--- src/rtl/pow_n_pipe_hs_if.sv ---
// Operand/result handshake bundle for pow_n_pipe_hs.
// master: operand producer + power-N consumer; slave: the pipeline itself.
interface pow_n_pipe_hs_if #(
    parameter int w = 8,
    parameter int N = 5
);
    logic                 n_vld;
    logic [w-1:0]         n;
    logic                 n_rdy;
    logic                 res_rdy;
    logic [N-2:0]         res_vld;
    logic [w*(N-1)-1:0]   res;
    logic [N-2:0]         res_ovf;

    modport master (
        output n_vld, n, res_rdy,
        input  n_rdy, res_vld, res, res_ovf
    );

    modport slave (
        input  n_vld, n, res_rdy,
        output n_rdy, res_vld, res, res_ovf
    );
endinterface

--- src/rtl/pow_n_pipe_hs.sv ---
// pow_n_pipe_hs: pipelined power unit computing n^2 .. n^N, one multiply per
// stage, with a single global stall driven by the power-N consumer.
// Optional macro POW_N_PIPE_SATURATE_EN: once a stage overflows, its product
// and every later product of that operand read all-ones instead of wrapping.
module pow_n_pipe_hs #(
    parameter int w = 8,
    parameter int N = 5
) (
    input  logic                 clk,
    input  logic                 rst,
    input  logic                 clk_en,
    pow_n_pipe_hs_if.slave       bus
);
    localparam int W2 = 2 * w;

    // Per-stage state. The last stage never feeds a multiply, so it keeps
    // no operand copy.
    logic           vld_reg [1:N];
    logic [w-1:0]   n_reg   [1:N-1];
    logic [w-1:0]   p_reg   [1:N];
    logic           o_reg   [1:N];

    logic [w-1:0]   p_next  [2:N];
    logic           o_next  [2:N];

    logic           adv;

    // The whole pipe moves together unless the power-N result is stuck.
    assign adv       = clk_en & (bus.res_rdy | ~vld_reg[N]);
    assign bus.n_rdy = adv;

    genvar gi;
    generate
        for (gi = 2; gi <= N; gi++) begin : g_stage
            logic [W2-1:0] q;

            // Full-width product so the overflow check sees every high bit.
            assign q = W2'(p_reg[gi-1]) * W2'(n_reg[gi-1]);
            assign o_next[gi] = o_reg[gi-1] | (|q[W2-1:w]);
`ifdef POW_N_PIPE_SATURATE_EN
            assign p_next[gi] = o_next[gi] ? {w{1'b1}} : q[w-1:0];
`else
            assign p_next[gi] = q[w-1:0];
`endif
        end

        for (gi = 2; gi <= N; gi++) begin : g_tap
            assign bus.res_vld[gi-2]           = vld_reg[gi];
            assign bus.res[(gi-2)*w +: w]      = p_reg[gi];
            assign bus.res_ovf[gi-2]           = o_reg[gi];
        end
    endgenerate

    // Stage registers: reset clears everything, otherwise shift on adv.
    always_ff @(posedge clk) begin
        if (rst) begin
            for (int s = 1; s <= N; s++) begin
                vld_reg[s] <= 1'b0;
                p_reg[s]   <= '0;
                o_reg[s]   <= 1'b0;
            end
            for (int s = 1; s < N; s++) begin
                n_reg[s] <= '0;
            end
        end else if (adv) begin
            // n_rdy equals adv here, so acceptance reduces to n_vld.
            vld_reg[1] <= bus.n_vld;
            n_reg[1]   <= bus.n;
            p_reg[1]   <= bus.n;
            o_reg[1]   <= 1'b0;
            for (int s = 2; s <= N; s++) begin
                vld_reg[s] <= vld_reg[s-1];
                p_reg[s]   <= p_next[s];
                o_reg[s]   <= o_next[s];
            end
            for (int s = 2; s < N; s++) begin
                n_reg[s] <= n_reg[s-1];
            end
        end
    end
endmodule

--- src/flat_wrapper.sv ---
// flat-port wrapper written by rule: the top's interface ports become plain ports
module pow_n_pipe_hs_flat 
#(
    parameter int w = 8,
    parameter int N = 5
)
  (clk, rst, clk_en, bus_n_vld, bus_n, bus_res_rdy, bus_n_rdy, bus_res_vld, bus_res, bus_res_ovf);
  pow_n_pipe_hs_if #(.w(w), .N(N)) bus_i ();
  input  logic clk;
  input  logic rst;
  input  logic clk_en;
  input wire logic [$bits(bus_i.n_vld)-1:0] bus_n_vld;
  input wire logic [$bits(bus_i.n)-1:0] bus_n;
  input wire logic [$bits(bus_i.res_rdy)-1:0] bus_res_rdy;
  output wire logic [$bits(bus_i.n_rdy)-1:0] bus_n_rdy;
  output wire logic [$bits(bus_i.res_vld)-1:0] bus_res_vld;
  output wire logic [$bits(bus_i.res)-1:0] bus_res;
  output wire logic [$bits(bus_i.res_ovf)-1:0] bus_res_ovf;
  assign bus_i.n_vld = bus_n_vld;
  assign bus_i.n = bus_n;
  assign bus_i.res_rdy = bus_res_rdy;
  assign bus_n_rdy = bus_i.n_rdy;
  assign bus_res_vld = bus_i.res_vld;
  assign bus_res = bus_i.res;
  assign bus_res_ovf = bus_i.res_ovf;
  pow_n_pipe_hs #(.w(w), .N(N)) u_core (.clk(clk), .rst(rst), .clk_en(clk_en), .bus(bus_i));
endmodule
--- config.mk ---
export PLATFORM = sky130hd
export DESIGN_NAME = pow_n_pipe_hs_flat
export DESIGN_NICKNAME = d
export VERILOG_FILES = /design/src/rtl/pow_n_pipe_hs_if.sv /design/src/rtl/pow_n_pipe_hs.sv /design/src/flat_wrapper.sv
export SDC_FILE = /design/constraint.sdc
export NUM_CORES = 1
export LEC_CHECK = 0
export CORE_MARGIN = 4
export CORE_UTILIZATION = 57
export CTS_CLUSTER_SIZE = 40
export DETAILED_ROUTE_END_ITERATION = 10
export PLACE_DENSITY = 0.79
export SETUP_SLACK_MARGIN = 0.3
export SLEW_MARGIN = 20
export SYNTH_ARGS = -nofsm -noshare
export SYNTH_HDL_FRONTEND = slang
export SYNTH_SLANG_ARGS = --single-unit
--- constraint.sdc ---
create_clock -name clk -period 4.6 [get_ports clk]
set_clock_uncertainty 0.05 [all_clocks]
set_input_delay 0.92 -clock clk [delete_from_list [all_inputs] [get_ports clk]]
set_output_delay 0.92 -clock clk [all_outputs]
set_load 0.03 [all_outputs]
**Word-level counts from Yosys, hierarchy flattened**

Memories as Yosys holds them, arrays and structs flattened.
Index checks and enable logic that the tools add are counted.

- Logic and storage cells: 62
- Memories kept: 4
- Memory bits (writable): 82
- Output and inout port bits: 41
- Flip-flop bits (word level): 0

Memory list:

| name | depth | bits a word | rd ports | clocked after memory_dff | wr ports | line | text |
|---|---|---|---|---|---|---|---|
| u_core.p_reg | 5 | 8 | 5 | 0 | 5 | pow_n_pipe_hs.sv:20 | `logic [w-1:0] p_reg [1:N];` |
| u_core.n_reg | 4 | 8 | 4 | 0 | 4 | pow_n_pipe_hs.sv:19 | `logic [w-1:0] n_reg [1:N-1];` |
| u_core.o_reg | 5 | 1 | 5 | 0 | 5 | pow_n_pipe_hs.sv:21 | `logic o_reg [1:N];` |
| u_core.vld_reg | 5 | 1 | 5 | 0 | 5 | pow_n_pipe_hs.sv:18 | `logic vld_reg [1:N];` |

- $mul: 4
- Bitwise gates (word level): 26
- Reduce and logical (&&, ||, !) cells: 4
- Multiplexer cells: 24

Operators by type and width:

| operator | number |
|---|---|
| 8-bit two-way mux | 9 |
| 8-bit by 8-bit multiplier with 16-bit output | 4 |
| 8-bit OR reduction | 4 |
| 1-bit OR | 24 |
| 1-bit two-way mux | 15 |
| 1-bit bitwise AND | 1 |
| 1-bit NOT | 1 |

**Longest topological paths before layout**

- Depth after elaboration: 7
- Gate-level depth with buffers: 18
- Gate-level depth less buffers: 17

**Worst setup path before layout**

OpenSTA, ideal clock, no wires.

- Path kind: reg2reg
- Start: register u_core.p_reg[0][30] (netlist name)
- End: register u_core.o_reg[0][4] (netlist name)
- Buffers on the path: 0
- Data arrival time: 4.508 ns
- Data required time: 4.279 ns
- Cell stages (with the launch flop): 15
- Clock period less this slack: 4.829 ns
- Setup slack: -0.229 ns
- Cell sequence: edfxtp_1 > and2_1 > fa_1 > inv_1 > fa_1 > fa_1 > fa_1 > inv_1 > ha_1 > or2_1 > o41a_1 > or2_0 > a31o_1 > nor4_2 > a31oi_1

==> impl_metrics.json <==
{
  "maxSlewHeadroom": 0.369,
  "n_antenna_cell": 0,
  "comb_power_share": 0.503,
  "worstPathRequired_ps": 4660,
  "htree_levels": 3,
  "max_freq_mhz": 215,
  "p_seq_frac": 0.262,
  "violations": "setup timing",
  "rsz0062_at_grt": "yes",
  "fp-row-count": 49,
  "crit_path_max_fanout": 6,
  "start_kind": "register",
  "period_share": 1.01,
  "synth.most_common_cell": "inv_1",
  "die_h_um": 143,
  "core_mm2": 0.0180,
  "drive_above_1_share": 0.166,
  "grt_pass1_vias": 8577,
  "end_kind": "register",
  "max_stage_delay_ps": 490,
  "syn_to_final_growth_pct": 22.2,
  "swShare": 0.388,
  "hold_viol": 0,
  "yosys_warnings": 0,
  "die_x_um": 143,
  "syn_avg_cell_area_um2": 9.40,
  "ir_drop_uv": 200,
  "p_int_uw": 1930,
  "setup_viol": 1,
  "drc": 0,
  "synth-seq-area-share": 0.198,
  "tritoncts": "built",
  "cap_violations": 0,
  "netlist.area_leader.share": 0.249,
  "timing.final.ws_setup_ps": -53.8,
  "gp_congestion": 0.906,
  "clock-sinks": 69,
  "synth_top_area_cell": "fa_1",
  "arrival_ps": 4710,
  "synthArstFlopShare": 0,
  "status": "complete, but fails checks",
  "synthFlopType": "edfxtp_1",
  "fin_cells": 1513,
  "dp_slack_ps": -85.1,
  "fin_tns_setup_ps": -53.8,
  "antenna_found_initial": 0,
  "io_buffers": 52,
  "ant_nets": 0,
  "grt_max_degree": 70,
  "post-place-cells": 1429,
  "firstDrtPassIters": 7,
  "grt.overflow.total": 0,
  "die_area_mm2": 0.0206,
  "synth_common_cells": "207 x inv_1, 171 x and2_1, 135 x ha_1",
  "ys_ff_latch": 69,
  "root_buffer": "clkbuf_16",
  "slew_violations": 0,
  "synthCells": 1113,
  "min_path_type": "reg2reg",
  "netlist_area_mm2": 0.0105,
  "ys_top_cells_by_area": "fa_1 25%, edfxtp_1 20%, ha_1 16%",
  "initial_core_util": 0.580,
  "grt_pass1_wl_um": 40100,
  "crit_path_top_delay_cell": "fa_1",
  "final_util": 0.709,
  "via_per_inst": 5.46,
  "p_per_area_mw_per_mm2": 247,
  "worst_pin_slew_ps": 946,
  "switchingPower_uw": 1220,
  "clockBufferDepth": 2,
  "cts.clk_slew.worst_paths_ps": 70,
  "min_period_ps": 4650,
  "ys_types": 60,
  "crit_top_cell": "fa_1",
  "track_usage": 0.240,
  "worstSkewPairLatency_ps": 350,
  "vias": 8266,
  "nets": 1557,
  "crit_type": "reg2reg",
  "io_pins": 54,
  "routed_wl_um": 24300,
  "synth_edf_count": 69,
  "hpwlAfterDp_um": 17700,
  "post_drt_wl_per_cell_um": 16.1,
  "cts_made_buffers": 9,
  "crit_chain": "buf_6 -> nand2_1 -> fa_1 -> inv_1 -> fa_1 -> inv_1 -> fa_1 -> fa_1 -> inv_1 -> ha_1 -> and2_4 -> a311o_1 -> nor4_2 -> nor4_1 -> nor4_4 -> o211ai_1 -> o31a_1",
  "total_power_uw": 3150,
  "leakage_uw": 0.00609,
  "first_iter_violations": 447,
  "largest_register_ffs": 38,
  "clkPwrFrac": 0.235
}
## routing by layer
metal | vias up | routed length, um | GRT usage
met3 | 64 | 841 | 0.0290
li1 | 3922 | - | -
met2 | 213 | 12600 | 0.427
met5 | - | 0 | 0
met1 | 4067 | 10100 | 0.305
met4 | 0 | 720 | 0.0783
## metrics by stage
step                instance area (um^2)  hold slack, ps
CTS                                12400             476
global placement                   11700             453
detailed placement                 11700             459
floorplan                          10600             447
finish                             12800             480
global route                       12800             522
## layout by cell type, fill, tap and decap left out, types with 8 or more instances in the layout
cell type,Yosys,routed
a211oi_1,15,11
a21o_1,8,8
a21oi_1,30,27
and2_1,171,161
and2_4,1,11
buf_4,8,116
clkbuf_16,0,9
clkdlybuf4s50_1,0,52
conb_1,2,8
edfxtp_1,69,69
fa_1,130,126
ha_1,135,120
ha_4,0,13
inv_1,207,204
nand2_1,97,92
nor2_1,45,42
nor2b_1,8,8
nor3_1,17,14
o21a_1,10,10
o21ai_0,29,23
xnor2_1,11,11
xor2_1,12,11
## final timing paths
check                            start                   end  slack, ps  cells after the start
hold reg to reg   u_core.vld_reg[0][1]  u_core.vld_reg[0][2]        480                      1
setup reg to reg   u_core.p_reg[0][34]    u_core.o_reg[0][5]        -50                     17
setup / recovery   u_core.p_reg[0][34]    u_core.o_reg[0][5]        -50                     17
hold / removal    u_core.vld_reg[0][1]  u_core.vld_reg[0][2]        480                      1
## area by class of cell
class                      instances  area (um^2)
multi-input combinational        817         7870
fill                            1288         5250
sequential                        69         2070
timing repair buffer             175         1460
inverter                         207          777
tap                              229          287
clock buffer                       9          225
clock inverter                     7         80.1
## worst max-delay path: cells and delay by family, from the launching register on
| kind | cells | cell delay [ps] |
|---|---|---|
| simple gates | 5 | 980 |
| compound gates | 3 | 700 |
| flops | 1 | 430 |
| fa+ha+maj | 5 | 1890 |
| buf+inv | 4 | 380 |
## kinds of logic (layout without fill, tap and decap cells)
| group | Yosys count | after routing | share of synthesized area |
|---|---|---|---|
| xor+xnor | 23 | 23 | 0.0193 |
| other cells | 2 | 8 | 0.000718 |
| simple gates | 380 | 380 | 0.194 |
| flops | 69 | 69 | 0.198 |
| buf+inv | 233 | 398 | 0.0865 |
| fa+ha+maj | 265 | 265 | 0.410 |
| compound gates | 139 | 139 | 0.0886 |
| mux | 2 | 2 | 0.00203 |
## timing repair
| item | CTS | global route |
|---|---|---|
| endpoints found under the setup margin | 4 | 4 |
| resized for setup | 21 | 41 |
| pin swaps | 40 | 29 |
| setup buffers | 43 | 25 |
| hold buffers | 0 | 0 |
## power by group through the flow
stage,clock [uW],combinational (uW),sequential [uW]
floorplan,0,930,888
global placement,0,1330,844
detailed placement,0,1370,845
CTS,747,1460,824
global route,781,1780,831
finish,742,1590,825
No activity file was read; power rests on OpenSTA's default activity.
